**src/rtl/cpu_ctrl_pkg.sv**
```systemverilog
// Shared control definitions for the program-counter path: default widths and
// the fixed command priority used by the sequencer and the control unit.
package cpu_ctrl_pkg;

  localparam int unsigned DEF_ADDR_W    = 8;
  localparam int unsigned DEF_RAS_DEPTH = 4;

  typedef enum logic [2:0] {
    CMD_HOLD,
    CMD_INC,
    CMD_JREL,
    CMD_RET,
    CMD_CALL,
    CMD_LOAD,
    CMD_CLEAR
  } cmd_e;

  // Exactly one command wins per edge: clear > load > call > ret > jump_rel > inc.
  function automatic cmd_e decode_cmd(input logic clear, input logic load,
                                      input logic call, input logic ret,
                                      input logic jump_rel, input logic inc);
    if (clear)         return CMD_CLEAR;
    else if (load)     return CMD_LOAD;
    else if (call)     return CMD_CALL;
    else if (ret)      return CMD_RET;
    else if (jump_rel) return CMD_JREL;
    else if (inc)      return CMD_INC;
    else               return CMD_HOLD;
  endfunction

endpackage

```
**src/rtl/ras_lifo.sv**
```systemverilog
// Circular return-address stack: a full push overwrites the oldest entry,
// an empty pop is refused; both conditions latch sticky flags until flush.
module ras_lifo
  import cpu_ctrl_pkg::*;
#(
  parameter int unsigned W     = DEF_ADDR_W,
  parameter int unsigned DEPTH = DEF_RAS_DEPTH
) (
  input  logic         clk,
  input  logic         rst_n,
  input  logic         flush,
  input  logic         push,
  input  logic         pop,
  input  logic [W-1:0] push_data,
  output logic [W-1:0] top_data,
  output logic         full,
  output logic         empty,
  output logic         ovf,
  output logic         unf
);

  localparam int unsigned PTR_W = $clog2(DEPTH);
  localparam logic [PTR_W-1:0] PTR_ONE = PTR_W'(1);
  localparam logic [PTR_W:0]   CNT_ONE = (PTR_W + 1)'(1);
  localparam logic [PTR_W:0]   CNT_MAX = (PTR_W + 1)'(DEPTH);

  logic [W-1:0]     mem_q [DEPTH];
  logic [PTR_W-1:0] ptr_q;      // next slot to write; ptr_q-1 is the top
  logic [PTR_W-1:0] top_idx;
  logic [PTR_W:0]   count_q;
  logic             ovf_q;
  logic             unf_q;

  assign top_idx  = ptr_q - PTR_ONE;
  assign top_data = mem_q[top_idx];
  assign full     = (count_q == CNT_MAX);
  assign empty    = (count_q == '0);
  assign ovf      = ovf_q;
  assign unf      = unf_q;

  always_ff @(negedge clk or negedge rst_n) begin
    if (!rst_n) begin
      ptr_q   <= '0;
      count_q <= '0;
      ovf_q   <= 1'b0;
      unf_q   <= 1'b0;
    end else if (flush) begin
      ptr_q   <= '0;
      count_q <= '0;
      ovf_q   <= 1'b0;
      unf_q   <= 1'b0;
    end else if (push) begin
      ptr_q <= ptr_q + PTR_ONE;
      if (full) ovf_q   <= 1'b1;
      else      count_q <= count_q + CNT_ONE;
    end else if (pop) begin
      if (empty) begin
        unf_q <= 1'b1;
      end else begin
        ptr_q   <= top_idx;
        count_q <= count_q - CNT_ONE;
      end
    end
  end

  // NOTE: storage has no reset; the count alone decides which entries are live.
  always_ff @(negedge clk) begin
    if (push && !flush) mem_q[ptr_q] <= push_data;
  end

endmodule

```
**src/rtl/pc_sequencer.sv**
```systemverilog
// Program-counter sequencer: prioritised jump/branch/call/return control with a
// return-address stack and a zero-latency data_in bypass onto pc_out.
module pc_sequencer
  import cpu_ctrl_pkg::*;
#(
  parameter int unsigned ADDR_W    = DEF_ADDR_W,
  parameter int unsigned RAS_DEPTH = DEF_RAS_DEPTH
) (
  input  logic              clk,
  input  logic              rst_n,
  input  logic              clear,
  input  logic              load,
  input  logic              inc,
  input  logic              jump_rel,
  input  logic              call,
  input  logic              ret,
  input  logic              pass,
  input  logic [ADDR_W-1:0] data_in,
  output logic [ADDR_W-1:0] pc_out,
  output logic              ras_empty,
  output logic              ras_full,
  output logic              ovf,
  output logic              unf
);

  localparam logic [ADDR_W-1:0] PC_ONE = ADDR_W'(1);

  cmd_e              cmd;
  logic [ADDR_W-1:0] pc_q;
  logic [ADDR_W-1:0] pc_d;
  logic [ADDR_W-1:0] pc_plus1;
  logic [ADDR_W-1:0] pc_rel;
  logic [ADDR_W-1:0] ras_top;

  assign cmd      = decode_cmd(clear, load, call, ret, jump_rel, inc);
  assign pc_plus1 = pc_q + PC_ONE;
  // Same-width modular add is exactly pc + sign_extend(data_in).
  assign pc_rel   = pc_q + data_in;
  assign pc_out   = pass ? data_in : pc_q;

  // NOTE: combinational next-state uses blocking assignment with a default first, so no latch.
  always_comb begin
    pc_d = pc_q;
    case (cmd)
      CMD_CLEAR: pc_d = '0;
      CMD_LOAD:  pc_d = data_in;
      CMD_CALL:  pc_d = data_in;
      CMD_RET:   pc_d = ras_empty ? pc_q : ras_top;
      CMD_JREL:  pc_d = pc_rel;
      CMD_INC:   pc_d = pc_plus1;
      default:   pc_d = pc_q;
    endcase
  end

  // NOTE: sequential state uses non-blocking assignment only.
  always_ff @(negedge clk or negedge rst_n) begin
    if (!rst_n) pc_q <= '0;
    else        pc_q <= pc_d;
  end

  ras_lifo #(
    .W     (ADDR_W),
    .DEPTH (RAS_DEPTH)
  ) u_ras (
    .clk       (clk),
    .rst_n     (rst_n),
    .flush     (cmd == CMD_CLEAR),
    .push      (cmd == CMD_CALL),
    .pop       (cmd == CMD_RET),
    .push_data (pc_plus1),
    .top_data  (ras_top),
    .full      (ras_full),
    .empty     (ras_empty),
    .ovf       (ovf),
    .unf       (unf)
  );

endmodule

```
**config.mk**
```make
export PLATFORM = sky130hd
export DESIGN_NAME = pc_sequencer
export DESIGN_NICKNAME = d
export VERILOG_FILES = /design/src/rtl/cpu_ctrl_pkg.sv /design/src/rtl/ras_lifo.sv /design/src/rtl/pc_sequencer.sv
export SDC_FILE = /design/constraint.sdc
export NUM_CORES = 1
export LEC_CHECK = 0
export BUFFER_PORTS_ARGS = -buffer_cell sky130_fd_sc_hd__buf_4
export CORE_MARGIN = 2
export CORE_UTILIZATION = 45
export DETAILED_ROUTE_END_ITERATION = 8
export HOLD_SLACK_MARGIN = 0.08
export PLACE_DENSITY = 0.63
export SYNTH_ARGS = -nofsm -noshare
export SYNTH_HDL_FRONTEND = slang
export SYNTH_SLANG_ARGS = --single-unit
```
**constraint.sdc**
```tcl
create_clock -name clk -period 3.8 [get_ports clk]
set_clock_uncertainty 0.1 [all_clocks]
set_input_delay 0.57 -clock clk [delete_from_list [all_inputs] [get_ports clk]]
set_output_delay 0.57 -clock clk [all_outputs]
set_load 0.05 [all_outputs]
```
# Word-level counts from Yosys, hierarchy flattened
# Memory sizes are Yosys's and may differ from the RTL's.
# Index checks and enable logic that the tools add are counted.
# Widths: inputs -> output; s select.
dict set report totals {
  reg_bits 15
  ram_bits 32
  in_bits 17
  out_inout_bits 12
  wordCells 65
  n_memories 1
}
dict set report classes {
  add_sub_neg 6
  n_eq_ne 11
  mux 27
  reduce_logical 15
}
# name depth width rd rd_ports_with_merged_regs wr line_no
set mem_list {}
lappend mem_list {u_ras.mem_q 4 8 1 0 1 ras_lifo.sv:27} ;# logic [W-1:0] mem_q [DEPTH];
# cell n
set ops {}
lappend ops {{$pmux 8 s5} 1}
lappend ops {{$mux 3} 8}
lappend ops {{$mux 8} 2}
lappend ops {{$eq 3x3->1 const B} 4}
lappend ops {{$mux 2} 6}
lappend ops {{$mux 1} 10}
lappend ops {{$add 8x1->8 const B} 1}
lappend ops {{$add 8x8->8} 1}
lappend ops {{$reduce_bool 2->1} 4}
lappend ops {{$eq 3x2->1 const B} 2}
lappend ops {{$reduce_and 2->1} 3}
lappend ops {{$reduce_and 3->1} 2}
lappend ops {{$reduce_bool 5->1} 1}
lappend ops {{$add 3x1->3 const B} 1}
lappend ops {{$eq 3x1->1 const B} 1}
lappend ops {{$logic_not 3->1} 1}
lappend ops {{$ne 3x1->1 const B} 1}
lappend ops {{$ne 3x2->1 const B} 1}
lappend ops {{$reduce_bool 3->1} 1}
lappend ops {{$sub 3x1->3 const B} 1}
lappend ops {{$add 2x1->2 const B} 1}
lappend ops {{$ne 2x1->1 const B} 1}
lappend ops {{$ne 2x2->1 const B} 1}
lappend ops {{$reduce_or 2->1} 1}
lappend ops {{3 further kinds} 3}

# Depth between registers and ports, before layout
dict set report logic_depth {
  word_depth 11
  mapped_depth 9
  depth_no_buf 8
}

# Modules after synthesis
# Synthesis repeated with hierarchy kept, for this count alone.
dict set report unflattened {
  hier_cells 248
  area_unflattened_um2 2840.2
}
# mod n_inst cells_each area_per_inst_um2 seq_area_each_um2
set by_module_without_submodules {}
lappend by_module_without_submodules {ras_lifo 1 101 1647.8 1136.1}
lappend by_module_without_submodules {pc_sequencer 1 147 1192.4 200.2}

==> impl_metrics.py <==
metrics = {
    "floorplanning": {
        "fp.dieW_um": 81.1,
        "core_area_um2": 5820,
        "die-area_um2": 6570,
        "start_util_pct": 46.0,
        "std_cell_rows": 28,
        "top_level_ports": 29,
        "die_h_um": 81.1,
    },
    "detailed_routing": {
        "drc": 0,
        "drt-initial-drc-count": 132,
        "wirelength_um": 6670,
        "avgViaCountPerCell": 5.32,
        "antenna_left": 0,
        "first_pass_iters": 4,
        "wl_per_cell_um": 16.3,
        "num_vias": 2180,
    },
    "setup_path": {
        "crit_fanout": 4,
        "end_kind": "flop",
        "required_ps": 2130,
        "path_class": "in2reg",
        "critical_path.startpoint_type": "primary input",
        "crit_arrival_ps": 2200,
    },
    "logic_synthesis": {
        "synth_top_area_share_pct": 36.0,
        "synth_xor_area_share_pct": 3.60,
        "ys_warn_count": 0,
        "synth-compound-area-share_pct": 12.4,
        "syn_inst": 222,
        "yosys.area_share.simple_pct": 13.6,
        "synthAdderAreaFrac_pct": 7.12,
        "synth_nets": 253,
        "synth_edf_count": 32,
        "synth-seq-cells": 47,
        "yosysTopAreaCell": "edfxtp_1",
        "synthesis.area_um2": 2670,
        "async_flop_share_pct": 31.9,
        "ys_seq_area_share_pct": 50.0,
        "ys_top_cells_by_area": "edfxtp_1, dfrtn_1, mux4_2",
        "synth_flop_cell": "edfxtp_1",
        "avgSynthCellArea_um2": 12.0,
        "synth_cell_types": 52,
        "synth_top_family_by_area": "simple AND/OR/NAND/NOR gates",
        "muxShareOfSynthArea_pct": 10.4,
    },
    "clock_network": {
        "cts-buffers-inserted": 5,
        "cts_root_buffer": "clkbuf_8",
        "worstSkewPairLatency_ps": 390,
        "ctsLongestPathBuffers": 2,
        "cts.htree.levels": 2,
        "cts_hold_buf": 0,
        "clk_pin_slew_ps": 70,
        "cts_tree": "yes",
        "cts_sinks": 47,
    },
    "placement": {
        "io_buffers": 28,
        "placed_area_um2": 3380,
        "dpl.cell_count": 364,
        "gp_congestion": 0.828,
        "hpwl_um": 4710,
    },
    "outcome": {
        "status": "finished, violations left",
        "violations": "negative setup slack",
    },
    "layout": {
        "finish.utilization_pct": 63.7,
        "num_antenna_cells": 0,
        "finalNonFillerCells": 410,
        "fin_nets": 365,
        "post-route-cell-area_um2": 3700,
        "syn2layout_area_growth_pct": 38.6,
        "drive_above_1_share_pct": 40.0,
    },
    "timing": {
        "worst_slack_ps": -65.3,
        "slew_violations": 0,
        "worstMarginPinSlew_ps": 517,
        "finalHoldViolations": 0,
        "rsz0062_at_grt": "true",
        "slew_headroom_pct": 65.4,
        "setup_viol": 1,
    },
    "global_routing": {
        "grt_antenna_before_repair": 0,
        "grt_max_degree": 19,
        "grt_pass1_vias": 2197,
        "grt_pass1_wl_um": 10300,
        "track_usage_pct": 21.1,
        "overflow": 0,
    },
    "power": {
        "leakagePower_nw": 1.64,
        "peakVddDrop_v": 0.000292,
        "p_per_area_nw_per_um2": 386,
    },
    "run": {
        "max-cap-violations": 0,
    },
    "hold_path": {
        "worstHoldPathType": "reg2reg",
    },
}
[synthesized netlist by cell type, drive strengths merged, types with 2 or more instances]
library cell,number
a221oi,2
o21bai,2
mux2i,2
nor3,3
nand2b,2
mux4,8
xor2,7
mux2,7
ha,12
and2,7
nor4b,2
a311oi,5
and3,2
edfxtp,32
a211oi,4
fa,2
nand2,10
a31oi,3
nor2,29
o21ai,11
inv,10
clkbuf,4
dfrtn,15
a21oi,9
a22oi,3
or3,3
buf,3
nand3,4
xnor2,4
o31ai,2
[through the flow]
stage | setup slack (ps) | hold WS, ps | power [mW] | setup TNS, ps
final | -65.3 | 363 | 1.43 | -65.3
after global routing | -117 | 431 | 1.53 | -124
after global placement | -367 | 355 | 0.973 | -3610
after CTS | 2.15 | 360 | 1.44 | 0
after floorplan | -204 | 411 | 0.850 | -577
after detailed placement | -371 | 359 | 0.978 | -3630
[worst max-delay path, stage by stage]
cell and delay [ps]:
buf_4 110, ha_1 250, a2111oi_1 440, o21ai_1 140
and3_1 190, or3_1 320, a211oi_2 180
[what timing repair did]
item,in CTS,in global routing
setup endpoints to repair,5,8
setup buffers,3,4
pin swaps,1,7
resized for setup,2,13
gates cloned,0,0
[cells in the final DEF, fill, tap and decap left out, types with 6 or more instances in the layout]
cell type | Yosys | final
nand2_1 | 9 | 9
mux4_2 | 8 | 8
inv_1 | 10 | 38
edfxtp_1 | 32 | 32
dfrtn_1 | 15 | 15
buf_4 | 1 | 75
xor2_1 | 7 | 7
nor2_1 | 29 | 26
ha_1 | 12 | 10
a21oi_1 | 9 | 7
mux2_2 | 7 | 6
[cells by family (layout without fill, tap and decap cells)]
kind of cell	Yosys count	in the layout
AND/OR/NAND/NOR	68	68
AO/OA/AOI/OAI	48	48
flip-flops	47	47
multiplexers	17	17
buffers and inverters	17	130
adder cells (fa/ha/maj)	14	14
XOR/XNOR	11	11
[path summary, 6_finish.rpt]
| kind | from | depth (start not counted) | slack (ps) | to |
|---|---|---|---|---|
| worst max register to register | u_ras.ptr_q[0] | 7 | 1260 | pc_q[4] |
| min in group asynchronous | rst_n | 1 | 1790 | pc_q[2] |
| max in group asynchronous | rst_n | 1 | 1570 | u_ras.count_q[1] |
| worst max-delay path | data_in[5] | 7 | -70 | pc_q[7] |
| worst min register to register | u_ras.unf | 2 | 360 | u_ras.unf |
| worst min-delay path | u_ras.unf | 2 | 360 | u_ras.unf |
[power by group]
group / total [mW] / internal (mW) / switching, mW / leakage (nW)
Combinational: 0.354 / 0.161 / 0.193 / 0.919
Sequential: 0.589 / 0.575 / 0.0134 / 0.491
Clock: 0.489 / 0.192 / 0.297 / 0.227
Total: 1.43 / 0.929 / 0.502 / 1.64
[sequential cells by signal, summed over array words and instances (netlist names)]
| register | count |
|---|---|
| pc_q | 8 |
| u_ras.ptr_q | 2 |
| u_ras.mem_q | 32 |
| u_ras.count_q | 3 |
| u_ras.ovf | 1 |
| u_ras.unf | 1 |
[area by class of cell]
cell class / count / area [um2]
sequential: 47 / 1340
clock inverter: 35 / 164
timing repair buffer: 81 / 648
inverter: 9 / 33.8
multi-input combinational: 158 / 1360
fill: 507 / 2110
clock buffer: 5 / 68.8
tap: 75 / 93.8
[layer usage]
| metal | vias up | global-route usage, % | routed length, um |
|---|---|---|---|
| li1 | 1069 | - | - |
| met5 | - | 0 | 0 |
| met4 | 0 | 5.59 | 21 |
| met1 | 1062 | 26.8 | 3070 |
| met3 | 3 | 4.22 | 219 |
| met2 | 46 | 36.9 | 3360 |
Power figures use the tool's default switching activity.
